[config.mk]
export PLATFORM = sky130hd
export DESIGN_NAME = load_read_unit_flat
export DESIGN_NICKNAME = d
export VERILOG_FILES = /design/src/rtl/load_read_unit_pkg.sv /design/src/rtl/load_read_unit_if.sv /design/src/rtl/load_read_unit_extract_extend.sv /design/src/rtl/load_read_unit.sv /design/src/flat_wrapper.sv
export SDC_FILE = /design/constraint.sdc
export NUM_CORES = 1
export LEC_CHECK = 0
export BUFFER_PORTS_ARGS = -buffer_cell sky130_fd_sc_hd__buf_2
export CORE_UTILIZATION = 51
export DETAILED_ROUTE_END_ITERATION = 10
export GPL_TIMING_DRIVEN = 0
export PLACE_DENSITY = 0.88
export REMOVE_ABC_BUFFERS = 1
export SLEW_MARGIN = 15
export SYNTH_ARGS = -nofsm -noshare
export SYNTH_HDL_FRONTEND = slang
export SYNTH_SLANG_ARGS = --single-unit
[constraint.sdc]
create_clock -name clk -period 2.35 [get_ports clk]
set_input_delay 0.3525 -clock clk [delete_from_list [all_inputs] [get_ports clk]]
set_output_delay 0.3525 -clock clk [all_outputs]
set_load 0.01 [all_outputs]
[src/rtl/load_read_unit_pkg.sv]
// Shared definitions for the load read path: load-size encodings, FSM states,
// default memory latency and the alignment rule.
package load_read_unit_pkg;

  typedef enum logic [1:0] {
    LS_WORD = 2'b00,
    LS_HALF = 2'b01,
    LS_BYTE = 2'b10,
    LS_RSVD = 2'b11
  } load_size_e;

  typedef enum logic [1:0] {
    ST_IDLE  = 2'b00,
    ST_ISSUE = 2'b01,
    ST_WAIT  = 2'b10,
    ST_DONE  = 2'b11
  } lru_state_e;

  localparam int unsigned DEFAULT_MEM_LATENCY = 1;

  // Reserved size behaves as a word, so it carries the word alignment rule.
  function automatic logic is_misaligned(input load_size_e size, input logic [1:0] offset);
    logic mis;
    case (size)
      LS_BYTE: mis = 1'b0;
      LS_HALF: mis = offset[0];
      default: mis = |offset;
    endcase
    return mis;
  endfunction

endpackage

[src/rtl/load_read_unit_if.sv]
// Request, memory and result signals of the load read unit, bundled with
// modports for the unit (slave) and the requesting/memory side (master).
interface load_read_unit_if;
  logic        Start;
  logic [1:0]  LoadSize;
  logic        LoadSigned;
  logic [31:0] Address;
  logic [31:0] MemAddr;
  logic        MemRead;
  logic [31:0] MemData_in;
  logic [31:0] LoadData;
  logic        LoadDone;
  logic        Misaligned;
  logic        Busy;

  modport slave (
    input  Start, LoadSize, LoadSigned, Address, MemData_in,
    output MemAddr, MemRead, LoadData, LoadDone, Misaligned, Busy
  );

  modport master (
    output Start, LoadSize, LoadSigned, Address, MemData_in,
    input  MemAddr, MemRead, LoadData, LoadDone, Misaligned, Busy
  );
endinterface

[src/rtl/load_read_unit_extract_extend.sv]
// Byte-lane extraction and sign/zero extension of a little-endian memory word;
// purely combinational so the store side can reuse the same lane mapping.
module load_extract_extend
  import load_read_unit_pkg::*;
(
  input  logic [31:0] word_i,
  input  logic [1:0]  offset_i,
  input  load_size_e  size_i,
  input  logic        signed_i,
  output logic [31:0] result_o
);

  logic [7:0]  byte_sel;
  logic [15:0] half_sel;
  logic        byte_msb;
  logic        half_msb;

  always_comb begin
    case (offset_i)
      2'd0:    byte_sel = word_i[7:0];
      2'd1:    byte_sel = word_i[15:8];
      2'd2:    byte_sel = word_i[23:16];
      default: byte_sel = word_i[31:24];
    endcase
    half_sel = offset_i[1] ? word_i[31:16] : word_i[15:0];
    byte_msb = signed_i & byte_sel[7];
    half_msb = signed_i & half_sel[15];

    case (size_i)
      LS_BYTE: result_o = {{24{byte_msb}}, byte_sel};
      LS_HALF: result_o = {{16{half_msb}}, half_sel};
      default: result_o = word_i;
    endcase
  end

endmodule

[src/rtl/load_read_unit.sv]
// Multicycle load front end: latches a request, issues one word-aligned read,
// waits out the memory latency, then registers the extended field as LoadData.
module load_read_unit
  import load_read_unit_pkg::*;
#(
  parameter int unsigned MEM_LATENCY = DEFAULT_MEM_LATENCY,
  parameter int unsigned CNT_W       = 4
) (
  input  logic             clk,
  input  logic             reset,
  load_read_unit_if.slave  bus
);

  localparam logic [CNT_W-1:0] CNT_LOAD = CNT_W'(MEM_LATENCY - 1);

  lru_state_e       state_q, state_d;
  logic [CNT_W-1:0] cnt_q, cnt_d;
  logic [31:0]      addr_q, addr_d;
  load_size_e       size_q, size_d;
  logic             sgn_q, sgn_d;
  logic             mis_q, mis_d;
  logic [31:0]      load_data_q, load_data_d;
  logic [31:0]      extracted;
  logic             req_mis;

  load_extract_extend u_extract (
    .word_i   (bus.MemData_in),
    .offset_i (addr_q[1:0]),
    .size_i   (size_q),
    .signed_i (sgn_q),
    .result_o (extracted)
  );

  assign req_mis = is_misaligned(load_size_e'(bus.LoadSize), bus.Address[1:0]);

  always_comb begin
    state_d     = state_q;
    cnt_d       = cnt_q;
    addr_d      = addr_q;
    size_d      = size_q;
    sgn_d       = sgn_q;
    mis_d       = mis_q;
    load_data_d = load_data_q;

    case (state_q)
      ST_IDLE: begin
        if (bus.Start) begin
          addr_d  = bus.Address;
          size_d  = load_size_e'(bus.LoadSize);
          sgn_d   = bus.LoadSigned;
          mis_d   = req_mis;
          // A faulting request skips the memory access entirely.
          state_d = req_mis ? ST_DONE : ST_ISSUE;
        end
      end
      ST_ISSUE: begin
        cnt_d   = CNT_LOAD;
        state_d = ST_WAIT;
      end
      ST_WAIT: begin
        if (cnt_q == '0) begin
          load_data_d = extracted;
          state_d     = ST_DONE;
        end else begin
          cnt_d = cnt_q - CNT_W'(1);
        end
      end
      default: begin
        state_d = ST_IDLE;
      end
    endcase
  end

  always_ff @(posedge clk or negedge reset) begin
    if (!reset) begin
      state_q     <= ST_IDLE;
      cnt_q       <= '0;
      addr_q      <= '0;
      size_q      <= LS_WORD;
      sgn_q       <= 1'b0;
      mis_q       <= 1'b0;
      load_data_q <= '0;
    end else begin
      state_q     <= state_d;
      cnt_q       <= cnt_d;
      addr_q      <= addr_d;
      size_q      <= size_d;
      sgn_q       <= sgn_d;
      mis_q       <= mis_d;
      load_data_q <= load_data_d;
    end
  end

  // Outputs decode straight from registered state so reset clears them at once.
  assign bus.MemRead    = (state_q == ST_ISSUE);
  assign bus.MemAddr    = {addr_q[31:2], 2'b00};
  assign bus.LoadData   = load_data_q;
  assign bus.LoadDone   = (state_q == ST_DONE);
  assign bus.Misaligned = (state_q == ST_DONE) & mis_q;
  assign bus.Busy       = (state_q != ST_IDLE);

endmodule
[src/flat_wrapper.sv]
// flat-port wrapper written by rule: the top's interface ports become plain ports
module load_read_unit_flat import load_read_unit_pkg::*;
#(
  parameter int unsigned MEM_LATENCY = DEFAULT_MEM_LATENCY,
  parameter int unsigned CNT_W       = 4
)
  (clk, reset, bus_Start, bus_LoadSize, bus_LoadSigned, bus_Address, bus_MemData_in, bus_MemAddr, bus_MemRead, bus_LoadData, bus_LoadDone, bus_Misaligned, bus_Busy);
  load_read_unit_if bus_i ();
  input  logic clk;
  input  logic reset;
  input wire logic [$bits(bus_i.Start)-1:0] bus_Start;
  input wire logic [$bits(bus_i.LoadSize)-1:0] bus_LoadSize;
  input wire logic [$bits(bus_i.LoadSigned)-1:0] bus_LoadSigned;
  input wire logic [$bits(bus_i.Address)-1:0] bus_Address;
  input wire logic [$bits(bus_i.MemData_in)-1:0] bus_MemData_in;
  output wire logic [$bits(bus_i.MemAddr)-1:0] bus_MemAddr;
  output wire logic [$bits(bus_i.MemRead)-1:0] bus_MemRead;
  output wire logic [$bits(bus_i.LoadData)-1:0] bus_LoadData;
  output wire logic [$bits(bus_i.LoadDone)-1:0] bus_LoadDone;
  output wire logic [$bits(bus_i.Misaligned)-1:0] bus_Misaligned;
  output wire logic [$bits(bus_i.Busy)-1:0] bus_Busy;
  assign bus_i.Start = bus_Start;
  assign bus_i.LoadSize = bus_LoadSize;
  assign bus_i.LoadSigned = bus_LoadSigned;
  assign bus_i.Address = bus_Address;
  assign bus_i.MemData_in = bus_MemData_in;
  assign bus_MemAddr = bus_i.MemAddr;
  assign bus_MemRead = bus_i.MemRead;
  assign bus_LoadData = bus_i.LoadData;
  assign bus_LoadDone = bus_i.LoadDone;
  assign bus_Misaligned = bus_i.Misaligned;
  assign bus_Busy = bus_i.Busy;
  load_read_unit #(.MEM_LATENCY(MEM_LATENCY), .CNT_W(CNT_W)) u_core (.clk(clk), .reset(reset), .bus(bus_i));
endmodule
-- After elaboration in Yosys (flattened, before gate mapping)
Index checks and enable logic that the tools add are counted.
- reduce and logical (&&, ||, !) cells: 10
- add/subtract/negate cells: 1
- bitwise operators: 3
- multiplexer cells: 10
- equality and inequality tests: 12
- operators with widths (cell ; count):
    one-hot mux 32 bit (2 select lines) ; 1
    one-hot mux 8 bit (3 select lines) ; 1
    two-way mux 16 bit ; 1
    equality test 2 bit, second input constant ; 5
    equality test 2 x 1 -> 1 bit, second input constant ; 4
    one-hot mux 4 bit (2 select lines) ; 1
    AND reduction 2 bit ; 4
    two-way mux 2 bit ; 3
    one-hot mux 2 bit (3 select lines) ; 1
    zero test 2 bit ; 2
    zero test 4 bit ; 1
    two-way mux 4 bit ; 1
    inequality test 2 bit, second input constant ; 2
    nonzero test 2 bit ; 2
    subtractor 4 x 1 -> 4 bit, second input constant ; 1
    bitwise AND 1 bit ; 3
    inequality test 2 x 1 -> 1 bit, second input constant ; 1
    one-hot mux 1 bit (2 select lines) ; 1
    OR reduction 2 bit ; 1
- register bits after elaboration: 74
- bits of input ports: 70
- word-level logic and storage cells: 43

-- Longest topological paths before layout
- word-level depth: 5
- depth in mapped cells: 8
- depth with buffers taken out: 5

-- Cells and area by module
A second synthesis with hierarchy kept.
- cell total of the unflattened synthesis: 339
- area total of the unflattened synthesis: 4098.9 um2
- modules (own cells, without submodules) (module ; area each (um2) ; cells an instance ; times used):
    load_read_unit ; 3355.7 ; 227 ; 1
    load_extract_extend ; 743.2 ; 112 ; 1

-- Worst setup path before layout
Ideal clock, no wire load.
- path type: reg-to-reg
- start: register u_core.state_q[0]
- end: register u_core.addr_q[13]
- data required time: 2225 ps
- stages on the path, launching flop included: 7
- period minus slack after synthesis: 1891 ps
- arrival time: 1766 ps
- slack: 459 ps
- cell sequence: dfrtp_1 -> inv_1 -> ha_1 -> nand2_1 -> clkbuf_1 -> clkbuf_1 -> mux2_2
- longest elaborated chain between the ends: 2
- RTL lines (what ; RTL line ; text):
    start: declaration ; load_read_unit.sv:16 ; lru_state_e state_q, state_d;
    start signal: assignment ; load_read_unit.sv:84 ; state_q <= state_d;
    zero test 2 bit ; load_read_unit.sv:45 ; case (state_q)
    AND reduction 2 bit (no source line) ; -- ;
    end signal: assignment ; load_read_unit.sv:86 ; addr_q <= addr_d;
    end: declaration ; load_read_unit.sv:18 ; logic [31:0] addr_q, addr_d;
No other way between the ends.
A chain may end at the register's enable or synchronous reset.

-- Final worst setup path
- start: register u_core.state_q[0]
- end: register u_core.load_data_q[14], in the netlist u_core.bus.LoadData[14]
- longest elaborated chain between the ends: 2
- RTL lines (what ; RTL line ; text):
    equality test 2 bit ; load_read_unit.sv:45 ;
    AND reduction 2 bit (no source line) ; -- ;
    end signal: assignment ; load_read_unit.sv:90 ; load_data_q <= load_data_d;
    end: declaration ; load_read_unit.sv:22 ; logic [31:0] load_data_q, load_data_d;
No other way between the ends.

==> flow_summary.ini <==
[synthesis]
synth-seq-cells = 74
synth_edf_count = 0
ys_warn_count = 0
synth_cell_types = 38
ys_async_sr_fraction = 1.00
syn_avg_cell_area_um2 = 11.1
ys.flop_type = dfrtp_1
seq_area_frac_synth = 0.460
syn_inst = 362
syn_area_um2 = 4020

[min_path]
worstHoldStart = bus_Address[22]
hold_class = primary input to register
hold_path_end = u_core.addr_q[22]
whs_path_depth = 2

[clocking]
clockBufferDepth = 2
clk-insertion-delay-late_ns = 0.35
cts_buffers = 9
cts-root-buf = clkbuf_8
cts.sinks = 74
path_clk_slew_ns = 0.09
htree_levels = 3
cts_tree = done

[place]
dpl.cell_count = 553
dpl_cell_area_um2 = 4590
io_buffer_count = 135
gp_congestion = 0.760
dp_slack_ns = -0.229
dp_hpwl_um = 6990

[setup_path]
startpoint = u_core.state_q[0]
crit_type = register to register
r2r_end = u_core.bus.LoadData[14]
rr_startpoint = u_core.state_q[0]
arrival_ns = 2.32
rrSetupSlack_ns = 0.21
worstSetupStartpointType = register
required_ns = 2.53
path_max_fanout = 12
ff2ff_path_depth = 8
end_kind = register

[floorplan]
ios = 138
rows = 32
die_area_um2 = 8250
die_h_um = 90.8
die_width_um = 90.8
core_um2 = 7690
initial_core_util = 0.523

[power]
p_leak_nw = 2.29
p_total_mw = 6.78
ir_drop_v = 0.000989
power_per_cell_area_nw_per_um2 = 1410

[grt]
grt_max_degree = 43
antenna_found_initial = 0
grt_pass1_wl_um = 15400
grt_overflow = 0
first_global_vias = 3232
grt.total_usage = 0.238

[layout]
layout_common_cells = buf_2 (136), dfrtp_1 (73), mux2_2 (44), mux2i_1 (34), nand2_1 (21)
fin_cells = 573
num-nets-final = 545
antenna_cells = 0
final_common_cell = buf_2
layout-drive-gt1-share = 0.478
final_area_um2 = 4830
final_core_util = 0.628
syn2layout_area_growth_pct = 19.9

[sta]
final.setup.tns_ns = 0
finalHoldViolations = 0
rsz0062_at_grt = no
setup_ws_ns = 0.207
slew_violations = 0
finalCriticalPeriod_ns = 2.14
tightest_slew_ns = 0.900
finClkSkew_ns = 0.0158
relSlewSlack = 0.400
fmax_mhz = 467
fin_crit_sh = 0.912
setup_viol = 0
worst_hold_slack_ns = 0.230

[routing]
avgRoutedWirePerCell_um = 16.5
drtAntennaViolNets = 0
vias = 3130
drt-pass1-iter-count = 4
viasPerCell = 5.46
drc_errors = 0
drtIter0Drc = 114
routed_wl_um = 9450

[job]
drv_cap = 0

[status]
status = completed
## per-layer routing
| metal | track usage | up-vias | share of wire |
|---|---|---|---|
| met3 | 0.0682 | 17 | 0.085 |
| met4 | 0.110 | 0 | 0.019 |
| li1 | - | 1438 | - |
| met5 | 0 | - | 0 |
| met2 | 0.396 | 151 | 0.49 |
| met1 | 0.287 | 1524 | 0.41 |
## area by class of cell
class	count	area, µm²
Fill cell	618	2860
Sequential cell	74	1850
Multi-Input combinational cell	226	1820
Timing Repair Buffer	147	793
Clock buffer	10	128
Tap cell	102	128
Clock inverter	6	71.3
Inverter	8	30.0
## worst max-delay path by stage
stage | endpoint | slack [ns] | cells past startpoint
finish | u_core.bus.LoadData[14] | 0.21 | 8
global route | u_core.bus.LoadData[22] | 0.05 | 8
global placement | u_core.bus.LoadData[31] | -8.56 | 5
CTS | u_core.bus.LoadData[20] | 0.03 | 5
detailed placement | u_core.bus.LoadData[20] | -0.23 | 6
floorplan | u_core.bus.LoadData[16] | -5.58 | 5
## synthesized netlist by cell type, types with 2 or more instances
| master | count | area, µm² |
|---|---|---|
| and2_1 | 18 | 113 |
| o21ai_1 | 10 | 50.1 |
| nor2_1 | 2 | 7.51 |
| clkbuf_1 | 15 | 56.3 |
| o21ai_0 | 13 | 65.1 |
| nand2_1 | 22 | 82.6 |
| buf_2 | 5 | 25.0 |
| ha_1 | 9 | 113 |
| inv_1 | 8 | 30.0 |
| mux2_2 | 44 | 495 |
| a31oi_1 | 16 | 100 |
| or3b_2 | 8 | 70.1 |
| nor2b_1 | 5 | 31.3 |
| dfrtp_1 | 74 | 1850 |
| or2_2 | 2 | 12.5 |
| mux2i_1 | 34 | 340 |
| o221ai_1 | 7 | 61.3 |
| buf_4 | 34 | 255 |
| nand2b_1 | 17 | 106 |
## power by group
group	internal [mW]	total, mW	switching [mW]	leakage (nW)
clock network	0.503	1.01	0.505	0.0939
logic	1.68	3.46	1.78	1.30
registers	1.89	2.31	0.425	0.897
## cell families after synthesis
kind of cell             share of synthesized area
AO/OA/AOI/OAI                               0.0868
multiplexers                                 0.211
other                                     0.000932
AND/OR/NAND/NOR                              0.119
adder cells (fa/ha/maj)                     0.0280
flip-flops                                   0.460
buffers and inverters                       0.0939
## state kept, by name (all words and copies together), names as in the netlist
| register | flops |
|---|---|
| u_core.addr_q | 32 |
| u_core.bus.LoadData | 32 |
| u_core.cnt_q | 4 |
| u_core.size_q | 2 |
| u_core.state_q | 2 |
| u_core.mis_q | 1 |
| u_core.sgn_q | 1 |
## timing repair
item                                    CTS  global route
resized for setup                         3             1
endpoints found under the setup margin   29            18
hold endpoints to repair                 34             0
pin swaps                                 1             1
hold buffers                              1             0
setup buffers                             2             1
## worst max-delay path, cell delays in order (launching register included)
cell	delay [ns]
dfrtp_1	0.44
inv_1	0.11
ha_2	0.28
nor4bb_4	0.27
buf_6	0.22
buf_6	0.19
buf_6	0.19
mux2i_1	0.22
a31oi_1	0.06
Note: power is estimated with default switching activity, not from simulation.
